`config.mk`:
```
export PLATFORM = sky130hd
export DESIGN_NAME = store_write_buffer
export DESIGN_NICKNAME = d
export VERILOG_FILES = /design/src/rtl/store_write_buffer.sv
export SDC_FILE = /design/constraint.sdc
export NUM_CORES = 1
export LEC_CHECK = 0
export BUFFER_PORTS_ARGS = -buffer_cell sky130_fd_sc_hd__buf_4
export CAP_MARGIN = 5
export CORE_AREA = 2 2 169 204
export DETAILED_ROUTE_END_ITERATION = 6
export DIE_AREA = 0 0 171 206
export HOLD_SLACK_MARGIN = 0.03
export PLACE_DENSITY = 0.71
export SLEW_MARGIN = 20
export SYNTH_ARGS = -nofsm -noshare
export SYNTH_HDL_FRONTEND = slang
export SYNTH_SLANG_ARGS = --single-unit
```
`constraint.sdc`:
```
create_clock -name clk -period 7.05 [get_ports clk]
set_input_delay 1.41 -clock clk [delete_from_list [all_inputs] [get_ports clk]]
set_output_delay 1.41 -clock clk [all_outputs]
set_load 0.01 [all_outputs]
```
`src/rtl/store_write_buffer.sv`:
```
// Posted store buffer: steers store data onto byte lanes, queues entries in a
// small FIFO and drains them to the data memory over a valid/ready handshake.
module store_write_buffer #(
  parameter int DEPTH = 4,
  parameter int CW    = $clog2(DEPTH) + 1
) (
  input  logic          clk,
  input  logic          rst_n,
  input  logic          st_valid,
  input  logic [1:0]    st_mode,
  input  logic [31:0]   st_addr,
  input  logic [31:0]   st_data,
  output logic          st_ready,
  output logic          st_misalign,
  input  logic          ld_check,
  input  logic [31:0]   ld_addr,
  output logic          ld_hazard,
  output logic          mem_valid,
  input  logic          mem_ready,
  output logic [31:0]   mem_addr,
  output logic [31:0]   mem_wdata,
  output logic [3:0]    mem_be,
  output logic          empty,
  output logic [CW-1:0] count
);

  localparam int AW = (DEPTH > 1) ? $clog2(DEPTH) : 1;

  logic [29:0]    r_addr  [DEPTH];
  logic [31:0]    r_wdata [DEPTH];
  logic [3:0]     r_be    [DEPTH];
  logic [DEPTH-1:0] r_vld;
  logic [AW-1:0]  r_wptr;
  logic [AW-1:0]  r_rptr;
  logic [CW-1:0]  r_count;
  logic           r_misalign;
  logic [29:0]    r_mem_addr;
  logic [31:0]    r_mem_wdata;
  logic [3:0]     r_mem_be;

  logic           w_full;
  logic           w_empty;
  logic           w_accept;
  logic           w_misalign;
  logic           w_push;
  logic           w_pop;
  logic [1:0]     w_off;
  logic [31:0]    w_wdata;
  logic [3:0]     w_be;
  logic [AW-1:0]  w_rptr_nxt;
  logic [CW-1:0]  w_count_nxt;
  logic [29:0]    w_head_addr;
  logic [31:0]    w_head_wdata;
  logic [3:0]     w_head_be;
  logic           w_hit;
  logic           w_unused_ld;

  assign w_full   = (r_count == CW'(DEPTH));
  assign w_empty  = (r_count == '0);
  assign w_accept = st_valid && !w_full;
  assign w_push   = w_accept && !w_misalign;
  assign w_pop    = !w_empty && mem_ready;
  assign w_off    = st_addr[1:0];

  assign st_ready    = !w_full;
  assign empty       = w_empty;
  assign mem_valid   = !w_empty;
  assign count       = r_count;
  assign st_misalign = r_misalign;
  assign mem_addr    = {r_mem_addr, 2'b00};
  assign mem_wdata   = r_mem_wdata;
  assign mem_be      = r_mem_be;
  assign w_unused_ld = &{1'b0, ld_addr[1:0]};

  // Lane steering and alignment check; mode 11 behaves as a word store.
  always_comb begin
    w_wdata    = st_data;
    w_be       = 4'b1111;
    w_misalign = 1'b0;
    case (st_mode)
      2'b00: begin
        w_wdata = {4{st_data[7:0]}};
        w_be    = 4'b0001 << w_off;
      end
      2'b01: begin
        w_wdata    = {2{st_data[15:0]}};
        w_be       = w_off[1] ? 4'b1100 : 4'b0011;
        w_misalign = w_off[0];
      end
      default: begin
        w_wdata    = st_data;
        w_be       = 4'b1111;
        w_misalign = (w_off != 2'b00);
      end
    endcase
  end

  always_comb begin
    w_rptr_nxt  = w_pop ? r_rptr + AW'(1) : r_rptr;
    w_count_nxt = r_count + CW'(w_push) - CW'(w_pop);
  end

  // Next head payload; the slot being written this cycle may become the head.
  always_comb begin
    w_head_addr  = r_addr[w_rptr_nxt];
    w_head_wdata = r_wdata[w_rptr_nxt];
    w_head_be    = r_be[w_rptr_nxt];
    if (w_push && (r_wptr == w_rptr_nxt)) begin
      w_head_addr  = st_addr[31:2];
      w_head_wdata = w_wdata;
      w_head_be    = w_be;
    end
  end

  always_comb begin
    w_hit = 1'b0;
    for (int i = 0; i < DEPTH; i++) begin
      if (r_vld[i] && (r_addr[i] == ld_addr[31:2])) begin
        w_hit = 1'b1;
      end
    end
  end

  assign ld_hazard = ld_check && w_hit;

  always_ff @(posedge clk or negedge rst_n) begin
    if (!rst_n) begin
      for (int i = 0; i < DEPTH; i++) begin
        r_addr[i]  <= '0;
        r_wdata[i] <= '0;
        r_be[i]    <= '0;
      end
      r_vld      <= '0;
      r_wptr     <= '0;
      r_rptr     <= '0;
      r_count    <= '0;
      r_misalign <= 1'b0;
    end else begin
      if (w_pop) begin
        r_vld[r_rptr] <= 1'b0;
      end
      if (w_push) begin
        r_addr[r_wptr]  <= st_addr[31:2];
        r_wdata[r_wptr] <= w_wdata;
        r_be[r_wptr]    <= w_be;
        r_vld[r_wptr]   <= 1'b1;
        r_wptr          <= r_wptr + AW'(1);
      end
      r_rptr     <= w_rptr_nxt;
      r_count    <= w_count_nxt;
      r_misalign <= w_accept && w_misalign;
    end
  end

  // Memory-port payload registers; they hold their value while the buffer is empty.
  always_ff @(posedge clk or negedge rst_n) begin
    if (!rst_n) begin
      r_mem_addr  <= '0;
      r_mem_wdata <= '0;
      r_mem_be    <= '0;
    end else if (w_count_nxt != '0) begin
      r_mem_addr  <= w_head_addr;
      r_mem_wdata <= w_head_wdata;
      r_mem_be    <= w_head_be;
    end
  end

endmodule

```
Yosys cells after proc, flatten, opt, wreduce, memory -nomap -nowiden

Cells that the tools add are included.

Shifts and indexed selects: 1
Reductions and logical operators: 20
Bitwise gates (word level): 5
Mux-type cells: 36
Eq/ne operators: 7
Magnitude comparators: 7
Add/sub/neg operators: 4

Operators with widths:

| cell                                                                                 | number |
|---|---|
| 128-bit bitwise mux                                                                  | 1 |
| 32-bit two-way mux                                                                   | 4 |
| 120-bit bitwise mux                                                                  | 1 |
| 30-bit == test                                                                       | 4 |
| 30-bit two-way mux                                                                   | 4 |
| 32-bit binary-select mux with 2-bit select                                           | 1 |
| 32-bit demux with 2-bit select                                                       | 1 |
| 32-bit case mux with 2 select lines                                                  | 1 |
| 30-bit binary-select mux with 2-bit select                                           | 1 |
| 30-bit demux with 2-bit select                                                       | 1 |
| 4-bit two-way mux                                                                    | 7 |
| 16-bit bitwise mux                                                                   | 1 |
| 1-bit logical AND                                                                    | 13 |
| 4-bit binary-select mux with 2-bit select                                            | 1 |
| 4-bit demux with 2-bit select                                                        | 1 |
| 4-bit case mux with 2 select lines                                                   | 1 |
| 3-bit greater-or-equal comparator (second input constant)                            | 2 |
| 2-bit by 3-bit less-than comparator with 1-bit output (second input constant)        | 2 |
| 1-bit two-way mux                                                                    | 6 |
| 2-bit inverter with 3-bit output                                                     | 2 |
| 2-bit by 1-bit adder with 2-bit output (second input constant)                       | 2 |
| 4-bit bitwise AND                                                                    | 1 |
| 1-bit demux with 2-bit select                                                        | 2 |
| 2-bit by 1-bit greater-or-equal comparator with 1-bit output (second input constant) | 2 |
| other kinds (16)                                                                     | 18 |

Register bits: 342
Bits of input ports: 103

Depth between registers and ports, before layout

Gate-level depths: netlist of run 1.

Word-level depth: 9
Mapped depth: 15
Mapped depth without buffers: 12

Worst setup path before layout of run 1

No wires, ideal clock.

Path type: input -> register
Start point: input port st_mode[1]
End point: register r_mem_wdata[5], in the netlist mem_wdata[5]
Data required time: 6.984 ns
Arrival: 4.350 ns
Setup slack: 2.633 ns
Stages: 14
Path buffers: 3
Cells stage by stage: nor2_4 -> o211a_1 -> buf_2 -> inv_1 -> ha_1 -> inv_1 -> ha_1 -> fa_1 -> xnor2_1 -> xnor2_1 -> nor3_2 -> clkbuf_1 -> clkbuf_1 -> a221o_1

Cells in the longest elaborated chain, start to end: 7
Elaborated cells between the ends (all ways): 10

Ends and longest elaborated chain:

| item                                                                        | RTL line | RTL |
|---|---|---|
| start, declared                                                             | 10       | `input logic [1:0] st_mode,` |
| 2-bit by 1-bit == test with 1-bit output or 2-bit zero test (tied branches) | 80       | `case (st_mode)` |
| 1-bit case mux with 2 select lines *                                        | 80       |  |
| 1-bit zero test *                                                           | 61       | `assign w_push = w_accept && !w_misalign;` |
| 1-bit logical AND *                                                         | 61       |  |
| 3-bit by 1-bit adder with 3-bit output *                                    | 100      | `w_count_nxt = r_count + CW'(w_push) - CW'(w_pop);` |
| 3-bit by 1-bit subtractor with 3-bit output *                               | 100      |  |
| net w_count_nxt[2]                                                          | 51       | `logic [CW-1:0] w_count_nxt;` |
| 3-bit nonzero test *                                                        | 161      | `end else if (w_count_nxt != '0) begin` |
| end signal, assigned                                                        | 163      | `r_mem_wdata <= w_head_wdata;` |
| end, declared                                                               | 38       | `logic [31:0] r_mem_wdata;` |

Mark *: on every way through the listed nets, which the timed path passes. The rest lies on a longest branch.
A chain may end at the register's enable or synchronous reset.

Worst setup path after layout of run 1

Start point: input port st_mode[1]
End point: register r_mem_be[3], in the netlist mem_be[3]

Cells in the longest elaborated chain, start to end: 7
Elaborated cells between the ends (all ways): 11

Ends and longest elaborated chain:

| item                                                                        | RTL line | RTL |
|---|---|---|
| 2-bit by 1-bit == test with 1-bit output or 2-bit zero test (tied branches) | 80       |  |
| 1-bit case mux with 2 select lines *                                        | 80       |  |
| 1-bit zero test *                                                           | 61       |  |
| 1-bit logical AND *                                                         | 61       |  |
| 3-bit by 1-bit adder with 3-bit output *                                    | 100      |  |
| 3-bit by 1-bit subtractor with 3-bit output *                               | 100      |  |
| net w_count_nxt[2]                                                          | 51       |  |
| 3-bit nonzero test *                                                        | 161      |  |
| end signal, assigned                                                        | 164      | `r_mem_be <= w_head_be;` |
| end, declared                                                               | 39       | `logic [3:0] r_mem_be;` |

Marks and branches as above.

==> run_results.csv, run 1 <==
group,metric,value,unit
logic_synthesis,ys_types,45,
logic_synthesis,async_flop_share,100,%
detailed_routing,drc,0,
logic_synthesis,syn_inst,1420,
logic_synthesis,synth_edf_count,0,
sta,timing.hold.ws,0.482,ns
detailed_routing,wl,47.8,mm
power_and_ir_drop,power_density,558,mW/mm2
sta,post-route-period-util,74.1,%
cells_and_area,n_fill_cell,2867,
clocking,cts.repair.resized,0,
sta,tns,0,ns
global_route,antenna_found_initial,0,
sta,min_period,5.22,ns
job,maxCapViolCount,0,
detailed_routing,vias,12500,
setup_path,cp-start-kind,"input pin",
global_route,track_usage,27.2,%
clocking,cts_tree,"done",
clocking,clock_tree.buffer_depth,3,
power_and_ir_drop,peakVddDrop,0.000270,V
die,std_cell_rows,74,
die,initial_core_util,49.2,%
sta,finalSetupViolations,0,
sta,final_hold_viol_count,0,
cells_and_area,antenna_cells,0,
sta,fmax,0.191,GHz
setup_path,arrival,5.58,ns
setup_path,crit_path_max_fanout,30,
sta,finClkSkew,0.0117,ns
clocking,cts_buffers,37,
logic_synthesis,syn_avg_cell_area,11.6,um2
die,core_area,0.0335,mm2
setup_path,cpPeakStageDelay,0.70,ns
setup_path,critPathRequiredTime,7.41,ns
setup_path,critPathSlowestCell,"nor3_4",
cells_and_area,final_nets,1635,
clocking,htreeDepth,2,
clocking,worstSkewPairLatency,0.51,ns
clocking,clock_sinks,342,
setup_path,crit_start,"st_mode[1]",
detailed_routing,first_pass_iters,5,
global_route,grt_max_degree,153,
placement,numPortBuffers,174,
setup_path,cp_cell_sequence,"buf_4, nor2_4, o211a_1, inv_1, ha_1, inv_1, ha_1, fa_1, xnor2_1, xnor2_1, nor3_4, nand2b_1, buf_4, o221ai_1",
min_path,hold_depth,2,
detailed_routing,viasPerCell,6.25,
global_route,grt_overflow,0,
setup_path,r2r_setup_slack,2.65,ns
placement,gp_congestion,0.968,
detailed_routing,ant_nets,0,
global_route,grt_pass1_vias,12400,
clocking,ctsHoldBuffers,0,
logic_synthesis,yosysWarnings,0,
clocking,clk_pin_slew,0.06,ns
detailed_routing,wl_per_cell,23.9,um
min_path,holdPathEnd,"r_wdata[86]",
setup_path,reg2regPathDepth,13,
cells_and_area,area_growth,16.4,%
setup_path,reg2reg_to,"mem_be[3]",
die,die_y,206,um
clocking,cts-root-buf,"clkbuf_16",
die,dieArea,0.0352,mm2
setup_path,critical_path.endpoint_type,"flip-flop",
sta,slew_viol_final,0,
die,pin_count,179,
global_route,grt_pass1_wl,73.2,mm
power_and_ir_drop,leakage,8.42,nW
sta,relSlewSlack,31.9,%
setup_path,r2r_start,"count[2]",
status,outcome,"finished clean",
logic_synthesis,ys_seq_area_share,51.9,%
sta,tightest_slew,1.02,ns
placement,dp_hpwl,29.3,mm
sta,rsz0062_at_grt,"no",
setup_path,crit_type,"input pin to flip-flop",
die,die_x,171,um
detailed_routing,drt_iter0_markers,1102,
min_path,hold_class,"flip-flop to flip-flop",
cells_and_area,drive_gt1_share,28.4,%
logic_synthesis,ys_seq_elements,342,
clocking,post_cts_buffers,0,
logic_synthesis,ys.flop_type,"dfrtp_1",
logic_synthesis,netlist_area,0.0165,mm2
min_path,min_from,"r_wdata[86]",
==> cell usage in the layout (no fill, tap or decap), types with 2 or more instances in the layout <==
cell type	n
nor4_1	54
nand2b_1	3
conb_1	2
clkinv_2	9
nand4_1	24
mux2i_4	2
mux2i_1	24
ha_1	10
mux2_2	152
o221ai_2	20
a221oi_1	76
inv_1	11
bufinv_16	3
o221ai_1	8
nor2_1	11
xor2_1	44
buf_12	2
clkbuf_8	6
nand2_4	4
clkbuf_1	4
clkbuf_16	37
dfrtp_1	342
xnor2_1	79
buf_4	191
a21oi_1	11
o21ai_0	113
nand2_1	182
a221o_1	94
==> Yosys cell counts, types with 3 or more instances <==
library cell / count / area share [%]
nand2b_1: 3 / 0.11
xnor2_1: 79 / 4.2
ha_1: 10 / 0.76
xor2_1: 44 / 2.3
buf_4: 6 / 0.27
o221ai_1: 8 / 0.43
a221oi_1: 76 / 4.0
o221ai_2: 20 / 1.8
buf_2: 44 / 1.3
o21ai_0: 113 / 3.4
nand2_1: 186 / 4.2
buf_6: 8 / 0.55
inv_1: 11 / 0.25
a21oi_1: 11 / 0.33
a221o_1: 94 / 5.7
nor4_1: 54 / 2.0
nand4_1: 24 / 0.91
buf_1: 6 / 0.14
nor2_1: 11 / 0.25
mux2i_1: 26 / 1.6
mux2_2: 152 / 10
dfrtp_1: 342 / 52
clkbuf_1: 70 / 1.6
==> stage by stage <==
stage | util (%) | power, mW | instances | setup slack, ns | instance area, um2
after global routing | 57.2 | 11.3 | 1997 | 1.62 | 19200
final | 57.2 | 10.7 | 1997 | 1.83 | 19200
after global placement | 53.7 | 8.63 | 1937 | 1.34 | 18000
after floorplan | - | 7.10 | 1421 | 2.63 | 16500
after detailed placement | 53.7 | 8.80 | 1937 | 1.31 | 18000
after CTS | 57.1 | 10.7 | 1996 | 1.84 | 19200
==> worst max-delay path, delay by kind of cell <==
kind,cells,cell delay [ns]
AND/OR/NAND/NOR,3,1.28
XOR/XNOR,2,0.33
adder cells (fa/ha/maj),3,0.88
AO/OA/AOI/OAI,2,0.78
buffers and inverters,4,0.82
==> area by class of cell <==
cell class / instances / area, um2 / share of cell area, %
sequential: 342 / 8560 / 44.6
multi-input combinational: 933 / 7330 / 38.2
timing repair buffer: 195 / 1520 / 7.91
clock buffer: 47 / 1020 / 5.34
tap: 456 / 571 / 2.97
clock inverter: 12 / 139 / 0.724
inverter: 12 / 46.3 / 0.241
==> sequential cells by signal, summed over array words and instances, names as in the netlist <==
register,count
r_wdata,128
r_addr,120
mem_wdata,32
r_mem_addr,30
r_be,16
mem_be,4
r_vld,4
count,3
r_rptr,2
r_wptr,2
st_misalign,1
==> metal layers <==
metal  vias to the layer above  share of wire (%)  global-route usage (%)
met5                         -                  0                       0
met4                         0                4.2                    11.7
met3                       104                6.3                    4.02
met2                       496                 48                    44.5
met1                      6379                 41                    36.1
li1                       5496                  -                       -
==> where the power goes <==
group          internal (mW)  switching, mW  total, mW  leakage, nW
Clock                   1.13          0.771       1.90        0.582
Sequential              2.97          0.716       3.69         4.19
Combinational           2.29           2.83       5.12         3.65
Total                   6.39           4.32       10.7         8.42
==> kinds of logic (layout without fill, tap and decap cells) <==
logic type	count (synthesis)	count (layout)	share of synthesized area, %
buffers and inverters	146	266	4.16
AOI/OAI and AO/OA	330	330	16.2
adders and majority gates	11	11	0.881
and+or+nand+nor	287	287	8.06
other	1	2	0.0228
xor gates and xnor gates	125	125	6.77
DFF	342	342	51.9
muxes	178	178	12.0
==> worst max-delay path by stage <==
stage	to	slack, ns	cells past startpoint
floorplan	mem_wdata[5]	2.63	14
global placement	r_mem_addr[16]	1.34	14
detailed placement	r_mem_addr[19]	1.31	14
CTS	mem_be[3]	1.84	14
global route	mem_be[3]	1.62	14
finish	mem_be[3]	1.83	14
Power figures use the tool's default switching activity.
==> run 2, diff against run 1 <==
- clock period: 7.05 -> 5.2 ns (I/O delays scaled with it)
==> run_results.csv, run 2 (synthesis gave the netlist of run 1 again) <==
group,metric,value,unit
power_and_ir_drop,leakage,8.45,nW
sta,relSlewSlack,28.5,%
clocking,post_cts_buffers,0,
detailed_routing,drt_iter0_markers,1452,
global_route,grt_pass1_wl,73.9,mm
cells_and_area,layout_common_cells,"dfrtp_1, buf_4, nand2_1",
detailed_routing,drc,0,
setup_path,critPathRequiredTime,5.64,ns
detailed_routing,wl,47.8,mm
global_route,track_usage,27.4,%
cells_and_area,area_growth,16.7,%
cells_and_area,drive_gt1_share,28.5,%
setup_path,cpPeakStageDelay,0.56,ns
clocking,worstSkewPairLatency,0.51,ns
setup_path,crit_path_max_fanout,30,
sta,min_period,4.08,ns
die,pin_count,179,
sta,slew_viol_final,0,
clocking,cts-root-buf,"clkbuf_16",
min_path,hold_class,"input pin to asynchronous set/reset pin",
cells_and_area,largest_register,"r_wdata",
global_route,antenna_found_initial,1,
clocking,ctsHoldBuffers,0,
power_and_ir_drop,peakVddDrop,0.000499,V
clocking,cts.repair.resized,0,
job,maxCapViolCount,0,
placement,dp_hpwl,30.4,mm
detailed_routing,viasPerCell,6.25,
sta,final_hold_viol_count,0,
detailed_routing,ant_nets,0,
die,core_area,0.0335,mm2
setup_path,critPathBufInv,4,
setup_path,critical_path.endpoint_type,"flip-flop",
sta,finalSetupViolations,0,
sta,tightest_slew,1.07,ns
setup_path,arrival,4.52,ns
sta,finClkSkew,0.0128,ns
setup_path,cp-start-kind,"input pin",
die,die_x,171,um
die,std_cell_rows,74,
detailed_routing,wl_per_cell,23.8,um
global_route,grt_max_degree,133,
global_route,grt_pass1_vias,12600,
setup_path,reg2regPathDepth,13,
cells_and_area,fin_util,57.4,%
setup_path,crit_type,"input pin to flip-flop",
placement,numPortBuffers,174,
setup_path,critPathSlowestCell,"nor2b_4",
global_route,grt_overflow,0,
status,outcome,"finished clean",
die,die_y,206,um
cells_and_area,final_common_cell,"dfrtp_1",
clocking,cts_buffers,37,
cells_and_area,fin_area,0.0192,mm2
clocking,htreeDepth,2,
sta,rsz0062_at_grt,"no",
clocking,clock_tree.buffer_depth,3,
placement,pre_cts_slack,0.604,ns
clocking,cts_tree,"done",
placement,placed_area,0.0181,mm2
clocking,clock_sinks,342,
setup_path,path_depth,14,
cells_and_area,largest_reg_flops,128,
cells_and_area,final_nets,1646,
detailed_routing,first_pass_iters,5,
sta,setup_slack,1.12,ns
placement,gp_congestion,0.911,
die,initial_core_util,49.2,%
sta,tns,0,ns
power_and_ir_drop,power_density,751,mW/mm2
clocking,clk_pin_slew,0.06,ns
sta,fmax,0.245,GHz
setup_path,cp_cell_sequence,"buf_4, a21oi_1, o211a_1, inv_1, ha_1, inv_1, ha_1, fa_1, xnor2_1, xnor2_1, nor3_4, nor2b_4, buf_4, a221o_1",
sta,post-route-period-util,78.5,%
setup_path,path_delay_family,"adder cells",
detailed_routing,vias,12500,
die,dieArea,0.0352,mm2
## run 2: cell count changes in the layout (fill, tap and decap cells not counted), moves of 2 or more
cell / previous run / this run
buf_12: 2 / 5
clkinv_2: 9 / 4
buf_4: 191 / 199
bufinv_16: 3 / 1
clkbuf_1: 4 / 7
## run 2: through the flow
stage / power, mW / instances / hold slack (ns)
after floorplan: 9.63 / 1421 / 0.444
after CTS: 14.5 / 2003 / 0.483
final: 14.5 / 2005 / 0.404
after detailed placement: 12.0 / 1948 / 0.471
after global placement: 11.7 / 1948 / 0.462
after global routing: 15.3 / 2005 / 0.409
## run 2: path summary, 6_finish.rpt
path	startpoint	endpoint	slack, ns
min in group clk	r_wdata[50]	r_wdata[50]	0.48
setup / recovery	st_mode[1]	mem_wdata[5]	1.12
setup reg to reg	count[2]	mem_wdata[5]	1.42
max in group asynchronous	rst_n	r_wdata[3]	3.46
hold / removal	rst_n	r_wdata[18]	0.40
hold reg to reg	r_wdata[50]	r_wdata[50]	0.48
## run 2: per-layer routing
layer	GRT usage [%]	wire, um	vias to the layer above
met5	0	0	-
met4	11.5	2000	0
li1	-	-	5509
met3	4.04	3490	112
met2	45.7	23300	571
met1	36.0	19100	6330
## run 2: area by class of cell
class                      count  area, um2
fill                        2842      14300
sequential                   342       8560
tap                          456        571
antenna                        1       2.50
multi-input combinational    933       7330
clock buffer                  51       1050
timing repair buffer         206       1640
clock inverter                 4       45.0
inverter                      12       46.3
## run 2: where the power goes
group / switching [mW] / total (mW) / internal (mW)
sequential: 0.990 / 5.02 / 4.03
clock: 1.02 / 2.46 / 1.44
combinational: 3.81 / 6.97 / 3.17
total: 5.81 / 14.5 / 8.64
==> run 3, diff against run 2 <==
- PLACE_DENSITY: 0.71 -> 0.74
- clock period: 5.2 -> 3.7 ns (I/O delays scaled with it)
==> run_results.csv, run 3 (synthesis gave the netlist of run 1 again) <==
group,metric,value,unit
status,outcome,"finished clean",
clocking,ctsHoldBuffers,0,
cells_and_area,final_common_cell,"dfrtp_1",
setup_path,path_delay_family,"adder cells",
global_route,grt_overflow,0,
clocking,cts.repair.resized,0,
global_route,grt_pass1_wl,74.0,mm
die,die_x,171,um
setup_path,crit_type,"input pin to flip-flop",
setup_path,reg2regPathDepth,14,
sta,post-route-period-util,92.8,%
detailed_routing,wl_met1,18.9,mm
setup_path,cpPeakStageDelay,0.40,ns
sta,finClkSkew,0.0180,ns
die,std_cell_rows,74,
setup_path,r2r_setup_slack,0.30,ns
sta,fmax,0.291,GHz
detailed_routing,ant_nets,0,
setup_path,critPathRequiredTime,4.09,ns
global_route,grt_pass1_vias,12900,
cells_and_area,area_growth,19.1,%
cells_and_area,drive_gt1_share,29.9,%
placement,numPortBuffers,174,
detailed_routing,first_pass_iters,6,
placement,gp_congestion,0.924,
detailed_routing,viasPerCell,6.27,
cells_and_area,largest_register,"r_wdata",
placement,dp_hpwl,31.1,mm
sta,relSlewSlack,32.0,%
clocking,worstSkewPairLatency,0.51,ns
power_and_ir_drop,leakage,8.66,nW
detailed_routing,maxUsedRoutingLayer,"met4",
global_route,track_usage,27.4,%
setup_path,cp_cell_sequence,"buf_4, a21oi_1, buf_4, o211a_1, inv_1, ha_1, inv_1, ha_1, fa_1, xnor2_1, xnor2_1, nor3_4, buf_4, nor2b_4, buf_12, a221o_1",
cells_and_area,final_nets,1676,
sta,tightest_slew,1.02,ns
die,initial_core_util,49.2,%
detailed_routing,wl,48.0,mm
sta,timing.hold.ws,0.241,ns
detailed_routing,drt_iter0_markers,1155,
setup_path,critPathSlowestCell,"fa_1",
setup_path,critical_path.endpoint_type,"flip-flop",
cells_and_area,n_fill_cell,2785,
detailed_routing,drc,0,
clocking,cts_buffers,36,
global_route,antenna_found_initial,2,
global_route,grt_max_degree,103,
sta,slew_viol_final,0,
power_and_ir_drop,p_seq_share,33.8,%
cells_and_area,layout_common_cells,"dfrtp_1, buf_4, nand2_1",
die,dieArea,0.0352,mm2
cells_and_area,largest_reg_flops,128,
setup_path,arrival,3.82,ns
job,maxCapViolCount,0,
setup_path,cp-start-kind,"input pin",
sta,tns,0,ns
clocking,clock_sinks,342,
sta,min_period,3.43,ns
setup_path,reg2reg_to,"r_mem_addr[13]",
cells_and_area,fin_area,0.0196,mm2
setup_path,r2r_start,"count[0]",
die,die_y,206,um
detailed_routing,vias,12800,
power_and_ir_drop,switching_share,39.7,%
power_and_ir_drop,pwr-share-comb,49.6,%
power_and_ir_drop,peakVddDrop,0.000712,V
clocking,cts_tree,"done",
clocking,clk_pin_slew,0.06,ns
detailed_routing,wl_met3,3.39,mm
clocking,htreeDepth,2,
setup_path,path_depth,16,
cells_and_area,fin_cells,2039,
sta,final_hold_viol_count,0,
detailed_routing,dr_wl_met2,23.3,mm
setup_path,crit_path_max_fanout,18,
sta,rsz0062_at_grt,"no",
die,core_area,0.0335,mm2
die,pin_count,179,
power_and_ir_drop,p_int,12.6,mW
min_path,hold_class,"input pin to asynchronous set/reset pin",
detailed_routing,wl_per_cell,23.5,um
clocking,cts-root-buf,"clkbuf_16",
clocking,clock_tree.buffer_depth,3,
placement,placed_cells,1980,
setup_path,crit_top_cell,"buf_4",
power_and_ir_drop,p_sw,8.27,mW
setup_path,critPathBufInv,6,
placement,placed_area,0.0185,mm2
power_and_ir_drop,power_density,1060,mW/mm2
sta,finalSetupViolations,0,
clocking,post_cts_buffers,0,
power_and_ir_drop,clockPowerShare,16.6,%
run 3: cell count changes in the layout (fill, tap and decap cells not counted):
cell      before  now
buf_12         5   18
buf_16         1    0
buf_4        199  218
clkbuf_1       7    8
clkbuf_8       7    8
clkinv_2       4    3
diode_2        1    2
inv_2          0    1
run 3: final cells by class:
class	instances	area (um2)	share of cell area, %
clock inverter	4	45.0	0.229
timing repair buffer	237	2010	10.3
sequential	342	8560	43.6
antenna	2	5.00	0.0255
tap	456	571	2.91
inverter	12	45.0	0.229
multi-input combinational	933	7330	37.3
clock buffer	53	1070	5.43
run 3: worst register-to-register path: stages (launching register included):
cell	delay [ns]
dfrtp_1	0.37
or3b_1	0.47
o211a_1	0.20
inv_1	0.07
ha_1	0.12
inv_1	0.04
ha_1	0.18
fa_1	0.40
xnor2_1	0.15
xnor2_1	0.18
nor3_4	0.26
buf_4	0.25
nor2b_4	0.09
buf_12	0.16
a221o_1	0.32
run 3: worst max path at each step:
stage / from / endpoint / slack, ns
6_report: st_mode[1] / r_mem_addr[13] / 0.27
5_1_grt: count[0] / mem_wdata[7] / 0.15
4_1_cts: st_mode[1] / r_mem_addr[13] / 0.30
3_5_place_dp: st_mode[1] / r_mem_addr[10] / -0.18
3_3_place_gp: st_mode[1] / r_mem_addr[9] / -0.20
2_1_floorplan: st_mode[1] / mem_wdata[11] / -0.02
run 3: metrics by stage:
stage	util [%]	power [mW]	setup WS, ns
5_1_grt	58.6	22.1	0.148
3_3_place_gp	55.2	16.9	-0.200
2_1_floorplan	-	13.6	-0.0168
3_5_place_dp	55.2	17.3	-0.184
6_report	58.6	20.8	0.267
4_1_cts	58.5	20.8	0.301
run 3: metal layers:
layer | up-vias | track usage [%]
met3 | 127 | 3.98
met5 | - | 0
met2 | 579 | 45.2
met4 | 0 | 13.3
met1 | 6510 | 35.5
li1 | 5570 | -
run 3: power groups by stage:
stage               combinational (mW)  clock (mW)  sequential, mW
finish                            10.3        3.47            7.05
global route                      11.1        3.68            7.24
CTS                               10.3        3.51            7.00
detailed placement                10.3           0            7.04
global placement                  9.99           0            6.95
floorplan                         6.69           0            6.86
